### src/rtl/s_mem_init_fsm_if.sv
// Bus between the control FSM (master) and the RAM-init engine (slave).
//   start/abort/mode/fill_value : pass request and pattern operands (master -> slave)
//   busy/finish                 : pass status (slave -> master)
//   wren/address/data           : RAM write port (slave -> RAM)
interface s_mem_init_fsm_if #(
  parameter int ADDR_W = 8,
  parameter int DATA_W = 8
);
  logic              start;
  logic              abort;
  logic [1:0]        mode;
  logic [DATA_W-1:0] fill_value;
  logic              busy;
  logic              finish;
  logic              wren;
  logic [ADDR_W-1:0] address;
  logic [DATA_W-1:0] data;

  modport master (output start, abort, mode, fill_value,
                  input  busy, finish, wren, address, data);
  modport slave  (input  start, abort, mode, fill_value,
                  output busy, finish, wren, address, data);
endinterface

### src/rtl/s_mem_init_fsm.sv
// RAM fill engine: on start, writes DEPTH locations (0..DEPTH-1) with one of
// four patterns, holding each address/data pair for HOLD_CYCLES clocks, then
// pulses finish for one cycle.
//   clock   : rising-edge clock
//   reset_n : asynchronous active-low reset
//   bus     : s_mem_init_fsm_if slave (request in, status + RAM write port out)
// Patterns (mode captured on start): 0 addr, 1 fill_value,
// 2 DEPTH-1-addr, 3 addr ^ fill_value.
module s_mem_init_fsm #(
  parameter int ADDR_W      = 8,
  parameter int DATA_W      = 8,
  parameter int DEPTH       = 256,
  parameter int HOLD_CYCLES = 2
) (
  input  logic          clock,
  input  logic          reset_n,
  s_mem_init_fsm_if.slave bus
);

  localparam int HOLD_W = (HOLD_CYCLES > 1) ? $clog2(HOLD_CYCLES) : 1;
  localparam logic [ADDR_W-1:0] LAST_ADDR = ADDR_W'(DEPTH - 1);
  localparam logic [HOLD_W-1:0] LAST_HOLD = HOLD_W'(HOLD_CYCLES - 1);

  typedef enum logic [1:0] {S_IDLE, S_WRITE, S_DONE} state_t;

  typedef struct packed {
    logic [1:0]        mode;
    logic [DATA_W-1:0] value;
  } cfg_t;

  state_t            state_q, state_d;
  logic [ADDR_W-1:0] addr_q, addr_d;
  logic [HOLD_W-1:0] hold_q, hold_d;
  cfg_t              cfg_q, cfg_d;
  logic [DATA_W-1:0] pat;

  always_ff @(posedge clock or negedge reset_n) begin
    if (!reset_n) begin
      state_q <= S_IDLE;
      addr_q  <= '0;
      hold_q  <= '0;
      cfg_q   <= '0;
    end else begin
      state_q <= state_d;
      addr_q  <= addr_d;
      hold_q  <= hold_d;
      cfg_q   <= cfg_d;
    end
  end

  // Pattern from captured config; the address never exceeds DEPTH-1, so the
  // descending value fits ADDR_W bits before the cast to DATA_W.
  always_comb begin
    pat = '0;
    unique case (cfg_q.mode)
      2'd0: pat = DATA_W'(addr_q);
      2'd1: pat = cfg_q.value;
      2'd2: pat = DATA_W'(LAST_ADDR - addr_q);
      2'd3: pat = DATA_W'(addr_q) ^ cfg_q.value;
    endcase
  end

  always_comb begin
    state_d     = state_q;
    addr_d      = addr_q;
    hold_d      = hold_q;
    cfg_d       = cfg_q;
    bus.busy    = 1'b0;
    bus.finish  = 1'b0;
    bus.wren    = 1'b0;
    bus.address = '0;
    bus.data    = '0;
    unique case (state_q)
      S_IDLE: begin
        // start beats a simultaneous abort: abort is only looked at in WRITE
        if (bus.start) begin
          cfg_d   = '{mode: bus.mode, value: bus.fill_value};
          addr_d  = '0;
          hold_d  = '0;
          state_d = S_WRITE;
        end
      end
      S_WRITE: begin
        bus.busy    = 1'b1;
        bus.wren    = 1'b1;
        bus.address = addr_q;
        bus.data    = pat;
        if (bus.abort) begin
          state_d = S_IDLE;
        end else if (hold_q == LAST_HOLD) begin
          if (addr_q == LAST_ADDR) begin
            state_d = S_DONE;
          end else begin
            addr_d = addr_q + 1'b1;
            hold_d = '0;
          end
        end else begin
          hold_d = hold_q + 1'b1;
        end
      end
      S_DONE: begin
        bus.busy   = 1'b1;
        bus.finish = 1'b1;
        state_d    = S_IDLE;
      end
      default: state_d = S_IDLE;
    endcase
  end

endmodule
### src/flat_wrapper.sv
// flat-port wrapper written by rule: the top's interface ports become plain ports
module s_mem_init_fsm_flat 
#(
  parameter int ADDR_W      = 8,
  parameter int DATA_W      = 8,
  parameter int DEPTH       = 256,
  parameter int HOLD_CYCLES = 2
)
  (clock, reset_n, bus_start, bus_abort, bus_mode, bus_fill_value, bus_busy, bus_finish, bus_wren, bus_address, bus_data);
  s_mem_init_fsm_if #(.ADDR_W(ADDR_W), .DATA_W(DATA_W)) bus_i ();
  input  logic clock;
  input  logic reset_n;
  input wire logic [$bits(bus_i.start)-1:0] bus_start;
  input wire logic [$bits(bus_i.abort)-1:0] bus_abort;
  input wire logic [$bits(bus_i.mode)-1:0] bus_mode;
  input wire logic [$bits(bus_i.fill_value)-1:0] bus_fill_value;
  output wire logic [$bits(bus_i.busy)-1:0] bus_busy;
  output wire logic [$bits(bus_i.finish)-1:0] bus_finish;
  output wire logic [$bits(bus_i.wren)-1:0] bus_wren;
  output wire logic [$bits(bus_i.address)-1:0] bus_address;
  output wire logic [$bits(bus_i.data)-1:0] bus_data;
  assign bus_i.start = bus_start;
  assign bus_i.abort = bus_abort;
  assign bus_i.mode = bus_mode;
  assign bus_i.fill_value = bus_fill_value;
  assign bus_busy = bus_i.busy;
  assign bus_finish = bus_i.finish;
  assign bus_wren = bus_i.wren;
  assign bus_address = bus_i.address;
  assign bus_data = bus_i.data;
  s_mem_init_fsm #(.ADDR_W(ADDR_W), .DATA_W(DATA_W), .DEPTH(DEPTH), .HOLD_CYCLES(HOLD_CYCLES)) u_core (.clock(clock), .reset_n(reset_n), .bus(bus_i));
endmodule
### config.mk
export PLATFORM = sky130hd
export DESIGN_NAME = s_mem_init_fsm_flat
export DESIGN_NICKNAME = d
export VERILOG_FILES = /design/src/rtl/s_mem_init_fsm_if.sv /design/src/rtl/s_mem_init_fsm.sv /design/src/flat_wrapper.sv
export SDC_FILE = /design/constraint.sdc
export NUM_CORES = 1
export LEC_CHECK = 0
export ABC_CLOCK_PERIOD_IN_PS = 1700
export CAP_MARGIN = 10
export CORE_MARGIN = 8
export CORE_UTILIZATION = 65
export CTS_BUF_LIST = sky130_fd_sc_hd__clkbuf_4 sky130_fd_sc_hd__clkbuf_8
export DETAILED_ROUTE_END_ITERATION = 10
export DONT_BUFFER_PORTS = 1
export PLACE_DENSITY = 0.83
export RECOVER_POWER = 100
export SLEW_MARGIN = 25
export SYNTH_ARGS = -nofsm -noshare
export SYNTH_HDL_FRONTEND = slang
export SYNTH_SLANG_ARGS = --single-unit
### constraint.sdc
create_clock -name clock -period 1.7 [get_ports clock]
set_clock_uncertainty 0.05 [all_clocks]
set_input_delay 0.17 -clock clock [delete_from_list [all_inputs] [get_ports clock]]
set_output_delay 0.17 -clock clock [all_outputs]
set_load 0.05 [all_outputs]
==> results.md, run 1 <==
- XOR/XNOR Fraction of Synth Area: 0.05100
- Cells after Synth: around 150
- Post-synthesis sequential area ratio: 0.3825
- Mux cell area share after synthesis: 0.08197
- Hold-fix buffer count after cts: 12
- DIE WIDTH: around 62 um
- Cell area after synthesis: ~0.0014 mm2
- Post-CTS sizing: 39
- Tool error message: [ERROR DPL-0038] Utilization greater than 100%, impossible to legalize
- Avg Cell Area, Syn: 9.283 um2
- Routability Congestion: approximately 0.9
- Synth Area in Compound Gates: 0.1148
- Cell variety after synth: 33
- Number of synthesized register bits: 21
- Post-synthesis adder-cell area fraction: 0.03643
- H-tree levels: 1
- Initial Util: 0.6932
- Die Height: just over 60 um
- Max clock buf depth: 2
- Port Buf Inserts: 0
- Simple-gate portion of the synthesized area: 0.2878
- Syn_nets: 166
- Failed at: clock tree synthesis (4_1_cts)
- Root Buffer: clkbuf_4
- Synth warn: 0
- HPWL after DPL: ~2.9 mm
- Clock sink total: 21
- Largest family of logic cells by synthesized area: simple AND/OR/NAND/NOR gates
- Inserted Clock Buffers: 3
- Post-CTS Setup Inserts: 18
- Status: did not finish
- # IOs: 33
- # rows: 16
[cell usage after synthesis]
master | number | share of area
a41oi_1 | 1 | 0.0064
nand3_1 | 4 | 0.015
inv_2 | 1 | 0.0027
nand2_1 | 18 | 0.049
buf_2 | 5 | 0.018
and3_1 | 1 | 0.0046
and2_1 | 9 | 0.041
xnor2_1 | 8 | 0.051
buf_6 | 1 | 0.0082
a221o_1 | 3 | 0.022
mux2_2 | 10 | 0.082
ha_1 | 4 | 0.036
a2bb2oi_1 | 1 | 0.0064
o21ai_1 | 2 | 0.0073
nand4_4 | 1 | 0.015
o22a_1 | 3 | 0.019
inv_1 | 3 | 0.0082
o31a_1 | 1 | 0.0064
o21ai_4 | 1 | 0.012
or3_1 | 1 | 0.0046
o21ai_0 | 2 | 0.0073
dfrtp_1 | 21 | 0.38
nor4_1 | 2 | 0.0091
clkbuf_1 | 3 | 0.0082
nand4b_1 | 1 | 0.0064
nor2b_1 | 8 | 0.036
nor2_1 | 4 | 0.011
o211ai_4 | 1 | 0.015
o211ai_1 | 1 | 0.0055
nor3_1 | 20 | 0.073
nand2b_1 | 2 | 0.0091
a21oi_1 | 2 | 0.0073
nand4_1 | 3 | 0.014
[kinds of logic after synthesis]
logic type | count (synthesis)
AO/OA/AOI/OAI | 18
XOR/XNOR | 8
adder cells (fa/ha/maj) | 4
buffers and inverters | 13
flip-flops | 21
multiplexers | 10
AND/OR/NAND/NOR | 74
[metrics by stage]
step / hold WS, ps / setup WS [ps] / instance area, um2 / instances / utilization
floorplan: -175.6 / 17.01 / 1493 / 148 / -
global placement: -175.0 / 84.78 / 1789 / 187 / 0.9028
detailed placement: -175.0 / -61.68 / 1789 / 187 / 0.9028
==> run 2, diff against run 1 <==
- CORE_AREA: not set -> 8 8 69 71
- CORE_MARGIN: 8 -> not set
- CORE_UTILIZATION: 65 -> not set
- CTS_BUF_LIST: sky130_fd_sc_hd__clkbuf_4 sky130_fd_sc_hd__clkbuf_8 -> not set
- DIE_AREA: not set -> 0 0 77 79
- PLACE_DENSITY: 0.83 -> not set
- PLACE_DENSITY_LB_ADDON: not set -> 0.15
==> results.md, run 2 <==
- Post-route minimum period: approximately 1700 ps
- Critical path cell sequence: inv_2 > ha_4 > buf_6 > and2_0 > buf_12
- Cells after Synth: 148
- Crit end category: output pin
- Fmax achieved: ~0.59 GHz
- Hold depth: 1
- Cell variety after synth: 33
- Dpl cells: around 210
- Crit start category: register
- Final worst-path cycle share: 0.9964
- Largest register FFs: 10
- DR WL/cell: between 15 and 20 um
- GRT overflow: 0
- Type of the worst min-delay path: in2reg
- Die footprint: around 0.0061 mm2
- Antenna diodes: 0
- 1st-iter DRT viols: 85
- Critical Path RT: about 1500 ps
- Top post-synthesis cells by area: dfrtp_1 38%, mux2_2 8.2%, nor3_1 7.3%, xnor2_1 5.1%, nand2_1 4.9%
- Max Slew Vio Count: 0
- Reg-to-Reg End: u_core.addr_q[2]
- Worst Hold Endpoint: u_core.cfg_q[5]
- Vias in the first global route: ~1200
- Largest net degree at the start of global routing: 22
- Number of synthesized register bits: 21
- Worst setup startpoint: u_core.state_q[1]
- Most numerous cell in the Yosys netlist: dfrtp_1
- H-tree levels: 1
- Slew headroom: 0.6642
- Number of synthesized flops with an enable pin: 0
- Most used DFF post-synth: dfrtp_1
- Filler instances: between 300 and 400
- Status: finished clean
- Final Hold Fails: 0
- Avg Cell Area, Syn: just over 9 um2
- # IOs: 33
- DR vias: about 1300
- CTS tree: built
- Hold Crit Start: bus_fill_value[5]
- Post-synth top cells: 21 x dfrtp_1, 20 x nor3_1, 18 x nand2_1
- Post-synthesis sequential area ratio: 0.3825
- Crit path buffers/inverters: 3
- Top reg by flops: u_core.cfg_q
- Max clock buf depth: 2
- Asr flop ratio synth: 1.000
- Sequential cell area: between 500 and 600 um2
- Crit-path max FO: 8
- Area grow syn2layout: 57.29%
- Tightest Pin Transition: around 500 ps
- Fin worst setup slack: slightly above 6 ps
- CP Class: reg2out
- # DRC: 0
- Setup TNS: 0 ps
- Layout Nets: between 200 and 250
- First-pass GRT wire length: between 5 and 6 mm
- Highest-count cells in the layout ignoring fill and taps: 16 x nand2_1, 16 x dfrtp_1, 15 x buf_4
- Cell Pwr Density: 2042 mW/mm2
- Critical path's top delay family: flip-flops
- Worst vdd ir: between 0.0008 and 0.0009 V
- Clock sink total: 21
- DIE WIDTH: 77 um
- Initial antenna violation count: 0
- Final Setup Violations: 0
- Max-cap viol count: 0
- CP max stage cell: dfrtp_1
- Reg2reg setup slack: approximately 60 ps
- Reg clk slew, reported paths: approximately 80 ps
- RSZ-0062 raised after global routing: true
- HPWL after DPL: 2.564 mm
- Max incr delay on CP: 400 ps
- Ratio of cells with drive above 1 in the final layout: 0.4837
- Die Height: 79 um
- Port Buf Inserts: 0
- Latest clock arrival within the worst-skew pair: 260 ps
- Multi-input gate area: roughly 0.001 mm2
- Syn_nets: around 170
- Cell area after synthesis: roughly 0.0014 mm2
- Inserted Clock Buffers: 3
- Post-synth top area share: 0.3825
- P_leak: around 0.87 nW
- # rows: 23
- Area leader, netlist: dfrtp_1
- Crit path DAT: around 1500 ps
- Post-route insts no fill: approximately 230
- R2R depth: 6
- DRT Pass-1 Iters: 4
- RR Startpoint: u_core.state_q[0]
- Via density: about 5.4
- Largest regs: u_core.cfg_q (10), u_core.addr_q (8), u_core.state_q (2)
- Final WL: roughly 3.8 mm
- Routed Antenna Nets: 0
- Dpl ws: -28.93 ps
- CORE AREA: approximately 0.0038 mm2
- Synth warn: 0
- GR Util All Layers: 0.1068
- Initial Util: 0.3617
- Routability Congestion: roughly 0.79
- Root Buffer: clkbuf_8
==> run 2: cell counts after synthesis <==
Identical to the previous run, type by type.
==> run 2: logic make-up (layout without fill, tap and decap cells) <==
logic type,Yosys count,in the layout,share of synthesized area
and+or+nand+nor,74,74,0.2878
DFF,21,21,0.3825
AOI/OAI and AO/OA,18,19,0.1148
buffers and inverters,13,48,0.04553
muxes,10,10,0.08197
xor gates and xnor gates,8,8,0.05100
adders and majority gates,4,4,0.03643
==> run 2: what timing repair did <==
action	CTS	global route
resized for setup	5	38
setup endpoints to repair	13	21
endpoints found under the hold margin	21	23
gates cloned	0	1
pin swaps	1	10
setup buffers	6	8
hold buffers	1	3
==> run 2: worst max-delay path by stage <==
stage	to	slack (ps)	cells after the start
floorplan	bus_address[4]	20	4
global placement	u_core.addr_q[1]	50	5
detailed placement	u_core.addr_q[3]	-30	6
CTS	bus_data[2]	-9	4
global route	bus_data[2]	-60	5
finish	bus_address[3]	6	5
==> run 2: report_power, final <==
group / switching, mW / leakage (nW) / total (mW) / internal (mW)
logic: 1.73 / 0.590 / 3.21 / 1.48
clock network: 0.164 / 0.0228 / 0.330 / 0.167
registers: 0.186 / 0.258 / 0.868 / 0.681
==> run 2: layout make-up <==
type                    instances  share of cell area
flip-flops and latches         21              0.2472
multi-input cells             115              0.4684
inverters                       4             0.01042
well taps                      50             0.02895
clock buffers                   4             0.02085
repair buffers                 40              0.2241
==> run 2: routing by layer <==
metal  track usage  wire length [um]
met1        0.1147              1526
met2        0.1971              1995
met3       0.03047               247
met4       0.03585                45
met5             0                 0
==> run 2: metrics by stage <==
stage | util | power (mW) | hold WS [ps] | cell area (um2)
floorplan | - | 2.665 | -175.6 | 1493
global placement | 0.4839 | 3.471 | -174.9 | 1838
detailed placement | 0.4839 | 3.529 | -174.8 | 1838
CTS | 0.5132 | 3.995 | 2.628 | 1949
global route | 0.5688 | 4.635 | 1.919 | 2161
finish | 0.5688 | 4.412 | 9.733 | 2161
==> run 2: worst reg2reg max path: cells and delay by family, from the launching register on <==
family | cells | cell delay, ps
fa+ha+maj | 1 | 220
buf+inv | 2 | 410
flops | 1 | 410
simple gates | 1 | 80
compound gates | 2 | 380
(Power assumes the default switching activity.)
==> run 3, diff against run 2 <==
- CORE_AREA: 8 8 69 71 -> not set
- CORE_MARGIN: not set -> 8
- CORE_UTILIZATION: not set -> 35
- DIE_AREA: 0 0 77 79 -> not set
- RECOVER_POWER: 100 -> not set
==> results.md, run 3 (same netlist as run 2, synthesis figures left out) <==
- Status: finished with violations
- Failing checks: negative setup slack
- # IOs: 33
- Sequential power share: 0.207
- Inserted Clock Buffers: 3
- Vias in the first global route: 1207
- Fin worst setup slack: -5.223 ps
- Crit start category: register
- Most common cell after layout, fill and taps aside: nand2_1
- Final Setup Violations: 2
- Max clock buf depth: 2
- # DRC: 0
- GR Util All Layers: 0.1134
- Hold Crit Start: bus_fill_value[7]
- Worst vdd ir: around 0.0009 V
- CTS tree: built
- Top reg by flops: u_core.cfg_q
- Highest-count cells in the layout ignoring fill and taps: 18 x nand2_1, 14 x buf_12, 13 x dfrtp_1
- CP Class: reg2out
- Comb power frac: 0.714
- DRT Pass-1 Iters: 4
- Max Slew Vio Count: 0
- P_leak: around 0.83 nW
- Crit path DAT: approximately 1500 ps
- Final Hold Fails: 0
- Crit end category: output pin
- Root Buffer: clkbuf_8
- H-tree levels: 1
- GRT overflow: 0
- Post-route minimum period: around 1700 ps
- Latest clock arrival within the worst-skew pair: about 260 ps
- HPWL after DPL: between 2 and 3 mm
- Routed Antenna Nets: 0
- Worst setup startpoint: u_core.cfg_q[8]
- Tightest Pin Transition: slightly above 500 ps
- Die footprint: about 0.0062 mm2
- Initial antenna violation count: 0
- Core Util, Final: 0.5717
- Dpl ws: -26.99 ps
- Port Buf Inserts: 0
- Final WL: between 3 and 4 mm
- Critical Path RT: 1480 ps
- Switch share: 0.4744
- CORE AREA: between 0.003 and 0.004 mm2
- Slew headroom: 0.6615
- Layout Nets: approximately 200
- Cell Pwr Density: a little under 2000 mW/mm2
- Initial Util: 0.3697
- Type of the worst min-delay path: in2reg
- Area grow syn2layout: 54.64%
- Final worst-path cycle share: 1.003
- RSZ-0062 raised after global routing: true
- Clock sink total: 21
- # rows: 22
- RR Startpoint: u_core.state_q[1]
- Crit-path max FO: 12
- DIE WIDTH: around 79 um
- Max-cap viol count: 0
- DR vias: 1241
- Fmax achieved: 0.5864 GHz
- Clk pwr share: 0.079
- Die Height: between 70 and 80 um
- Largest regs: u_core.cfg_q (10), u_core.addr_q (8), u_core.state_q (2)
- Antenna diodes: 0
- Largest register FFs: 10
- DR WL/cell: about 16 um
- Reg clk slew, reported paths: 80 ps
- Setup TNS: -8.169 ps
- Ratio of cells with drive above 1 in the final layout: 0.4560
- Routability Congestion: 0.7631
- Largest net degree at the start of global routing: 22
- Via density: about 5.4
- First-pass GRT wire length: 5.651 mm
- 1st-iter DRT viols: 60
- NetSw: 2.002 mW
- P_int: 2.219 mW
==> run 3: per-stage QoR <==
stage | hold slack, ps | std cells | power (mW) | area (um2)
CTS | 0.09878 | 222 | 4.015 | 1968
global route | 0.1409 | 230 | 4.438 | 2125
global placement | -174.9 | 209 | 3.481 | 1836
floorplan | -175.6 | 148 | 2.665 | 1493
finish | 4.273 | 230 | 4.221 | 2125
detailed placement | -174.9 | 209 | 3.538 | 1836
==> run 3: power by group through the flow <==
stage | Clock [mW] | Combinational (mW) | Sequential (mW)
finish | 0.335 | 3.01 | 0.873
global route | 0.365 | 3.17 | 0.899
CTS | 0.343 | 2.79 | 0.882
detailed placement | 0 | 2.65 | 0.893
global placement | 0 | 2.59 | 0.887
floorplan | 0 | 1.89 | 0.777
==> run 3: worst max-delay path, stage by stage (launching register included) <==
cell and delay, ps:
dfrtp_2 490, nor2b_1 170, xnor2_1 160, nor3_4 240
buf_12 160
==> run 3: layout make-up <==
| class | instances | area [um2] |
|---|---|---|
| clock buffer | 3 | 41.29 |
| clock inverter | 1 | 5.005 |
| fill | 321 | 1592 |
| inverter | 4 | 20.02 |
| multi-input combinational | 115 | 973.4 |
| sequential | 21 | 535.5 |
| tap | 48 | 60.06 |
| timing repair buffer | 38 | 489.2 |
==> run 3: repair_timing <==
item,CTS,global route
gates resized for setup,7,22
setup endpoints to repair,12,21
cloned,0,1
endpoints found under the hold margin,23,26
pin swaps,1,3
setup buffers,6,1
hold buffers,3,6
==> run 3: routing by layer <==
metal  wire (um)  up-vias  GRT usage
li1            -      592          -
met1        1494      610     0.1202
met2        1911       34     0.1997
met3         259        5    0.03872
met4          56        0    0.04815
met5           0        -          0
==> run 3: final timing paths <==
kind | cells past startpoint | slack, ps | endpoint
worst max-delay path | 4 | -5 | bus_data[0]
max in group asynchronous | 2 | 910 | u_core.cfg_q[9]
worst min-delay path | 1 | 4 | u_core.cfg_q[7]
worst min register to register | 1 | 460 | u_core.cfg_q[1]
min in group asynchronous | 2 | 340 | u_core.hold_q
worst max register to register | 6 | 40 | u_core.addr_q[0]
